--- src/rtl/aplicador_up_if.sv ---
// Count-memory / field-register bus of aplicador_up: the memory read/erase port,
// the field register port and the start/busy/done handshake.
interface aplicador_up_if;
    logic       start;
    logic [7:0] dato_up;
    logic [7:0] fld_rd;
    logic [3:0] addrm;
    logic       erase;
    logic [3:0] fld_addr;
    logic       wr_en;
    logic [7:0] wr_data;
    logic       busy;
    logic       done;

    modport master (
        input  start, dato_up, fld_rd,
        output addrm, erase, fld_addr, wr_en, wr_data, busy, done
    );

    modport slave (
        output start, dato_up, fld_rd,
        input  addrm, erase, fld_addr, wr_en, wr_data, busy, done
    );
endinterface

--- src/rtl/aplicador_up.sv ---
// Applies pending RTC adjustment counts to BCD field registers, one field per pass.
// Optional macro APLICADOR_SKIP_ZERO_EN: zero-count fields skip the write and erase.
module aplicador_up #(
    parameter int NFIELDS = 9
) (
    input  logic           clk,
    input  logic           reset,
    aplicador_up_if.master bus
);
    localparam logic [2:0] S_IDLE = 3'd0;
    localparam logic [2:0] S_RD   = 3'd1;
    localparam logic [2:0] S_CAP  = 3'd2;
    localparam logic [2:0] S_INC  = 3'd3;
    localparam logic [2:0] S_WR   = 3'd4;
    localparam logic [2:0] S_ER   = 3'd5;
    localparam logic [2:0] S_DONE = 3'd6;

    localparam logic [3:0] LAST = 4'(NFIELDS - 1);

    logic [2:0] state_q, state_d;
    logic [3:0] idx_q, idx_d;
    logic [7:0] n_q, n_d;
    logic [7:0] w_q, w_d;

    function automatic logic [7:0] fld_min(input logic [3:0] f);
        return (f == 4'd3 || f == 4'd4) ? 8'h01 : 8'h00;
    endfunction

    function automatic logic [7:0] fld_max(input logic [3:0] f);
        case (f)
            4'd0, 4'd1, 4'd6, 4'd7: return 8'h59;
            4'd2, 4'd8:             return 8'h23;
            4'd3:                   return 8'h31;
            4'd4:                   return 8'h12;
            default:                return 8'h99;
        endcase
    endfunction

    // Non-BCD or below-minimum contents restart from the field minimum.
    function automatic logic [7:0] sanitize(input logic [7:0] v, input logic [3:0] f);
        if (v[7:4] > 4'd9 || v[3:0] > 4'd9 || v < fld_min(f))
            return fld_min(f);
        return v;
    endfunction

    function automatic logic [7:0] bcd_inc(input logic [7:0] v, input logic [3:0] f);
        logic [7:0] r;
        if (v[3:0] == 4'd9)
            r = {v[7:4] + 4'd1, 4'd0};
        else
            r = {v[7:4], v[3:0] + 4'd1};
        if (r > fld_max(f))
            r = fld_min(f);
        return r;
    endfunction

    always_comb begin
        state_d = state_q;
        idx_d   = idx_q;
        n_d     = n_q;
        w_d     = w_q;
        case (state_q)
            S_IDLE: begin
                if (bus.start) begin
                    state_d = S_RD;
                    idx_d   = 4'd0;
                end
            end
            S_RD: state_d = S_CAP;
            S_CAP: begin
                n_d = bus.dato_up;
                w_d = sanitize(bus.fld_rd, idx_q);
                if (bus.dato_up != 8'd0) begin
                    state_d = S_INC;
                end else begin
`ifdef APLICADOR_SKIP_ZERO_EN
                    if (idx_q == LAST) begin
                        state_d = S_DONE;
                    end else begin
                        idx_d   = idx_q + 4'd1;
                        state_d = S_RD;
                    end
`else
                    state_d = S_WR;
`endif
                end
            end
            S_INC: begin
                w_d = bcd_inc(w_q, idx_q);
                n_d = n_q - 8'd1;
                if (n_q == 8'd1)
                    state_d = S_WR;
            end
            S_WR: state_d = S_ER;
            S_ER: begin
                if (idx_q == LAST) begin
                    state_d = S_DONE;
                end else begin
                    idx_d   = idx_q + 4'd1;
                    state_d = S_RD;
                end
            end
            S_DONE: begin
                state_d = S_IDLE;
                idx_d   = 4'd0;
            end
            default: state_d = S_IDLE;
        endcase
    end

    always_ff @(posedge clk) begin
        if (reset) begin
            state_q <= S_IDLE;
            idx_q   <= 4'd0;
            n_q     <= 8'd0;
            w_q     <= 8'd0;
        end else begin
            state_q <= state_d;
            idx_q   <= idx_d;
            n_q     <= n_d;
            w_q     <= w_d;
        end
    end

    // Memory and field register share one address; it is held for the whole field pass.
    assign bus.addrm    = idx_q;
    assign bus.fld_addr = idx_q;
    assign bus.erase    = (state_q == S_ER);
    assign bus.wr_en    = (state_q == S_WR);
    assign bus.wr_data  = w_q;
    assign bus.busy     = (state_q != S_IDLE) && (state_q != S_DONE);
    assign bus.done     = (state_q == S_DONE);
endmodule

--- src/flat_wrapper.sv ---
// flat-port wrapper written by rule: the top's interface ports become plain ports
module aplicador_up_flat 
#(
    parameter int NFIELDS = 9
)
  (clk, reset, bus_start, bus_dato_up, bus_fld_rd, bus_addrm, bus_erase, bus_fld_addr, bus_wr_en, bus_wr_data, bus_busy, bus_done);
  aplicador_up_if bus_i ();
  input  logic clk;
  input  logic reset;
  input wire logic [$bits(bus_i.start)-1:0] bus_start;
  input wire logic [$bits(bus_i.dato_up)-1:0] bus_dato_up;
  input wire logic [$bits(bus_i.fld_rd)-1:0] bus_fld_rd;
  output wire logic [$bits(bus_i.addrm)-1:0] bus_addrm;
  output wire logic [$bits(bus_i.erase)-1:0] bus_erase;
  output wire logic [$bits(bus_i.fld_addr)-1:0] bus_fld_addr;
  output wire logic [$bits(bus_i.wr_en)-1:0] bus_wr_en;
  output wire logic [$bits(bus_i.wr_data)-1:0] bus_wr_data;
  output wire logic [$bits(bus_i.busy)-1:0] bus_busy;
  output wire logic [$bits(bus_i.done)-1:0] bus_done;
  assign bus_i.start = bus_start;
  assign bus_i.dato_up = bus_dato_up;
  assign bus_i.fld_rd = bus_fld_rd;
  assign bus_addrm = bus_i.addrm;
  assign bus_erase = bus_i.erase;
  assign bus_fld_addr = bus_i.fld_addr;
  assign bus_wr_en = bus_i.wr_en;
  assign bus_wr_data = bus_i.wr_data;
  assign bus_busy = bus_i.busy;
  assign bus_done = bus_i.done;
  aplicador_up #(.NFIELDS(NFIELDS)) u_core (.clk(clk), .reset(reset), .bus(bus_i));
endmodule
--- config.mk ---
export PLATFORM = sky130hd
export DESIGN_NAME = aplicador_up_flat
export DESIGN_NICKNAME = d
export VERILOG_FILES = /design/src/rtl/aplicador_up_if.sv /design/src/rtl/aplicador_up.sv /design/src/flat_wrapper.sv
export SDC_FILE = /design/constraint.sdc
export NUM_CORES = 1
export LEC_CHECK = 0
export ABC_AREA = 1
export CAP_MARGIN = 40
export CORE_UTILIZATION = 35
export CTS_CLUSTER_DIAMETER = 50
export DETAILED_ROUTE_END_ITERATION = 8
export GPL_ROUTABILITY_DRIVEN = 0
export PLACE_DENSITY = 0.63
export SLEW_MARGIN = 20
export SYNTH_ARGS = -nofsm -noshare
export SYNTH_HDL_FRONTEND = slang
export SYNTH_SLANG_ARGS = --single-unit
export TNS_END_PERCENT = 20
--- constraint.sdc ---
create_clock -name clk -period 5.3 [get_ports clk]
set_input_delay 0.53 -clock clk [delete_from_list [all_inputs] [get_ports clk]]
set_output_delay 0.53 -clock clk [all_outputs]
set_load 0.01 [all_outputs]
==> results.md <==
* Share of Yosys cell area claimed by the top area cell type at 27.9%
* ANT nets after route at 0
* Worst-Skew Late Latency at about 0.28 ns
* Kind of critical path: reg -> out
* Initial antenna violation count at 0
* Clk sink count at 30
* CP required at 4.77 ns
* Critical path arrival at 2.05 ns
* Root Buffer: clkbuf_8
* R2R cell count at 13
* Sequential area share after synthesis at around 28%
* Cell area after layout at 2670 sq um
* Slew @ Worst Pin at ~0.62 ns
* Most frequent cells in the layout: nand2_1, inv_1, clkdlybuf4s50_1
* Fin Setup TNS at 0 ns
* Final setup violation count at 0
* Maximum vdd drop at 254 uV
* Router iterations before antenna repair at 4
* Final Hold Vio Count at 0
* Startpoint Class: flop
* CTS resizes at 0
* Filler instances at around 660
* # nets final at 400
* Min-delay src: u_core.n_q[6]
* Achievable frequency at a little under 400 MHz
* Routed wire length at 5.41 mm
* Post-synth ARST share at 0%
* Hold Path End: u_core.n_q[6]
* CP max stage cell: dfxtp_1
* Synthesized netlist cell count at 333
* CP Capture Type: output port
* Row count at 28
* Pwr dens at 462 nW/um^2
* Max Slew Vio Count at 0
* Area delta synth->final at 23.8%
* Status: completed
* Hold-critical path depth at 2
* DR WL/cell at 12.2 um
* DIE HEIGHT at 80.4 um
* DR iter-0 viols at 83
* Reg-to-Reg Start: u_core.bus.wr_data[0]
* Top cells by area, synth: dfxtp_1, nand2_1, inv_1
* Largest net degree at the start of global routing at 16
* Setup WS post-layout at 2.72 ns
* Reg2reg end: u_core.bus.wr_data[3]
* First-pass GRT wire length at 8.98 mm
* Post-CTS setup buffer count at 0
* CP Cell Sequence: inv_2 -> nand3_1 -> inv_1 -> a21oi_1 -> clkdlybuf4s50_1
* Mapped cell area at 2150 sq um
* Register area at 601 sq um
* CTS max path bufs at 2
* RSZ-0062 raised after global routing: no
* Final Critical Period at 2.58 ns
* GRT Util Overall at 18.3%
* Vias in the first global route at around 2000
* Ports at 39
* Post-synth top flop: dfxtp_1
* Reg2Reg Setup Slack at roughly 2.7 ns
* Port-buffer cells at 38
* Die X at 80.4 um
* Mean Syn Cell Area at 6.47 sq um
* Relative slew slack at 58.3%
* WP buf/inv at 3
* Multi-input logic area at 1280 sq um
* Yosys warnings at 0
* TritonCTS clock tree: yes
* Critical path fanouts, max at 15
* Post-synth top area cell: dfxtp_1
* Final worst path period share at 48.7%
* Unique cell type count in the Yosys netlist at 37
* Final Util at roughly 45%
* Hold-fix buffers, CTS at 0
* Worst path max stage delay at 0.72 ns
* Cts bufs inserted at 5
* Post-synth EDFFs at 0
* DR vias/cell at 4.96
* Worst-path clk slew at 0.06 ns
* Hpwl dp at a little over 4 mm
* DIE AREA at 6470 sq um
* Leak at approximately 1.3 nW
* DRC at 0
* Ratio of cells with drive above 1 in the final layout at approximately 8%
* Dpl ws at between 2 and 3 ns
* Top Family by Delay on Critical Path: buffers and inverters
* Syn nets at 365
* Clock Skews at 0.00276 ns
* Core footprint at 5920 sq um
* Ant. Diodes at 0
* Synthesized flop and latch total at 30
* Via count at 2201
* Tot Pwr at 1.23 mW
* Placed Area at 2570 sq um
* Most common cell after layout, fill and taps aside: nand2_1
* Grt ovf at 0
* Max Cap Viol at 0
* Htree depth at 2
* Initial Util at 36.4%
* Hold Crit Class: reg -> reg
[per-stage QoR]
| stage | hold WS, ns | cells |
|---|---|---|
| global placement | 0.475 | 436 |
| floorplan | 0.455 | 333 |
| detailed placement | 0.477 | 436 |
| global route | 0.510 | 444 |
| finish | 0.490 | 444 |
| CTS | 0.486 | 444 |
[synthesized netlist by cell type (2+ instances only)]
master and n:
nor2_4 2, inv_2 7, nand3b_1 4, clkbuf_1 5
nand2_4 2, a21oi_1 22, nand2_1 80, nand2_2 2
a31oi_1 4, nand3_2 3, xor2_1 5, inv_1 49
nor3_1 2, nor2_2 2, nand3_1 27, ha_1 13
nand4_1 9, o21ai_0 19, nor2_1 26, buf_4 4
dfxtp_1 30
[layout make-up]
type	count	area share, %
clock buffers	7	3.24
clock inverters	1	0.188
inverters	57	8.03
multi-input cells	236	48.2
flip-flops and latches	30	22.5
well taps	75	3.52
repair buffers	38	14.3
[worst register-to-register path, cell delays in order (launching register included)]
cell	delay (ns)
dfxtp_1	0.46
inv_1	0.11
nor3_2	0.36
nand4_1	0.16
xor2_1	0.19
ha_1	0.29
nand2_1	0.06
nor2_1	0.15
nand3_1	0.09
nor2_1	0.09
nand2_1	0.08
nand2_1	0.20
nand3_1	0.10
a21oi_1	0.18
[how the worst max path moves through the flow]
stage	from	to	slack, ns	depth (start not counted)
4_1_cts	u_core.state_q[0]	bus_busy	2.71	5
3_5_place_dp	u_core.bus.wr_data[0]	u_core.bus.wr_data[3]	2.76	13
2_1_floorplan	u_core.bus.wr_data[0]	u_core.bus.wr_data[1]	3.04	13
5_1_grt	u_core.bus.wr_data[0]	u_core.bus.wr_data[3]	2.41	14
3_3_place_gp	u_core.bus.wr_data[0]	u_core.bus.wr_data[4]	2.82	13
6_report	u_core.state_q[0]	bus_busy	2.72	5
[routing by layer]
layer  share of wire, %  GRT usage [%]
met5                  0              0
met4                1.6           7.14
met3                4.1           3.07
met2                 48           31.4
met1                 47           22.5
[report_power, final]
group	internal [mW]	switching [mW]	total [mW]
clock network	0.105	0.0866	0.191
registers	0.301	0.0813	0.383
logic	0.266	0.391	0.657
[cell families after synthesis]
family	after synthesis	synth area share, %
flip-flops	30	27.9
AND/OR/NAND/NOR	161	34.6
AO/OA/AOI/OAI	56	15.1
adder cells (fa/ha/maj)	13	7.55
XOR/XNOR	6	2.44
buffers and inverters	67	12.4
Note: power is estimated with default switching activity, not from simulation.
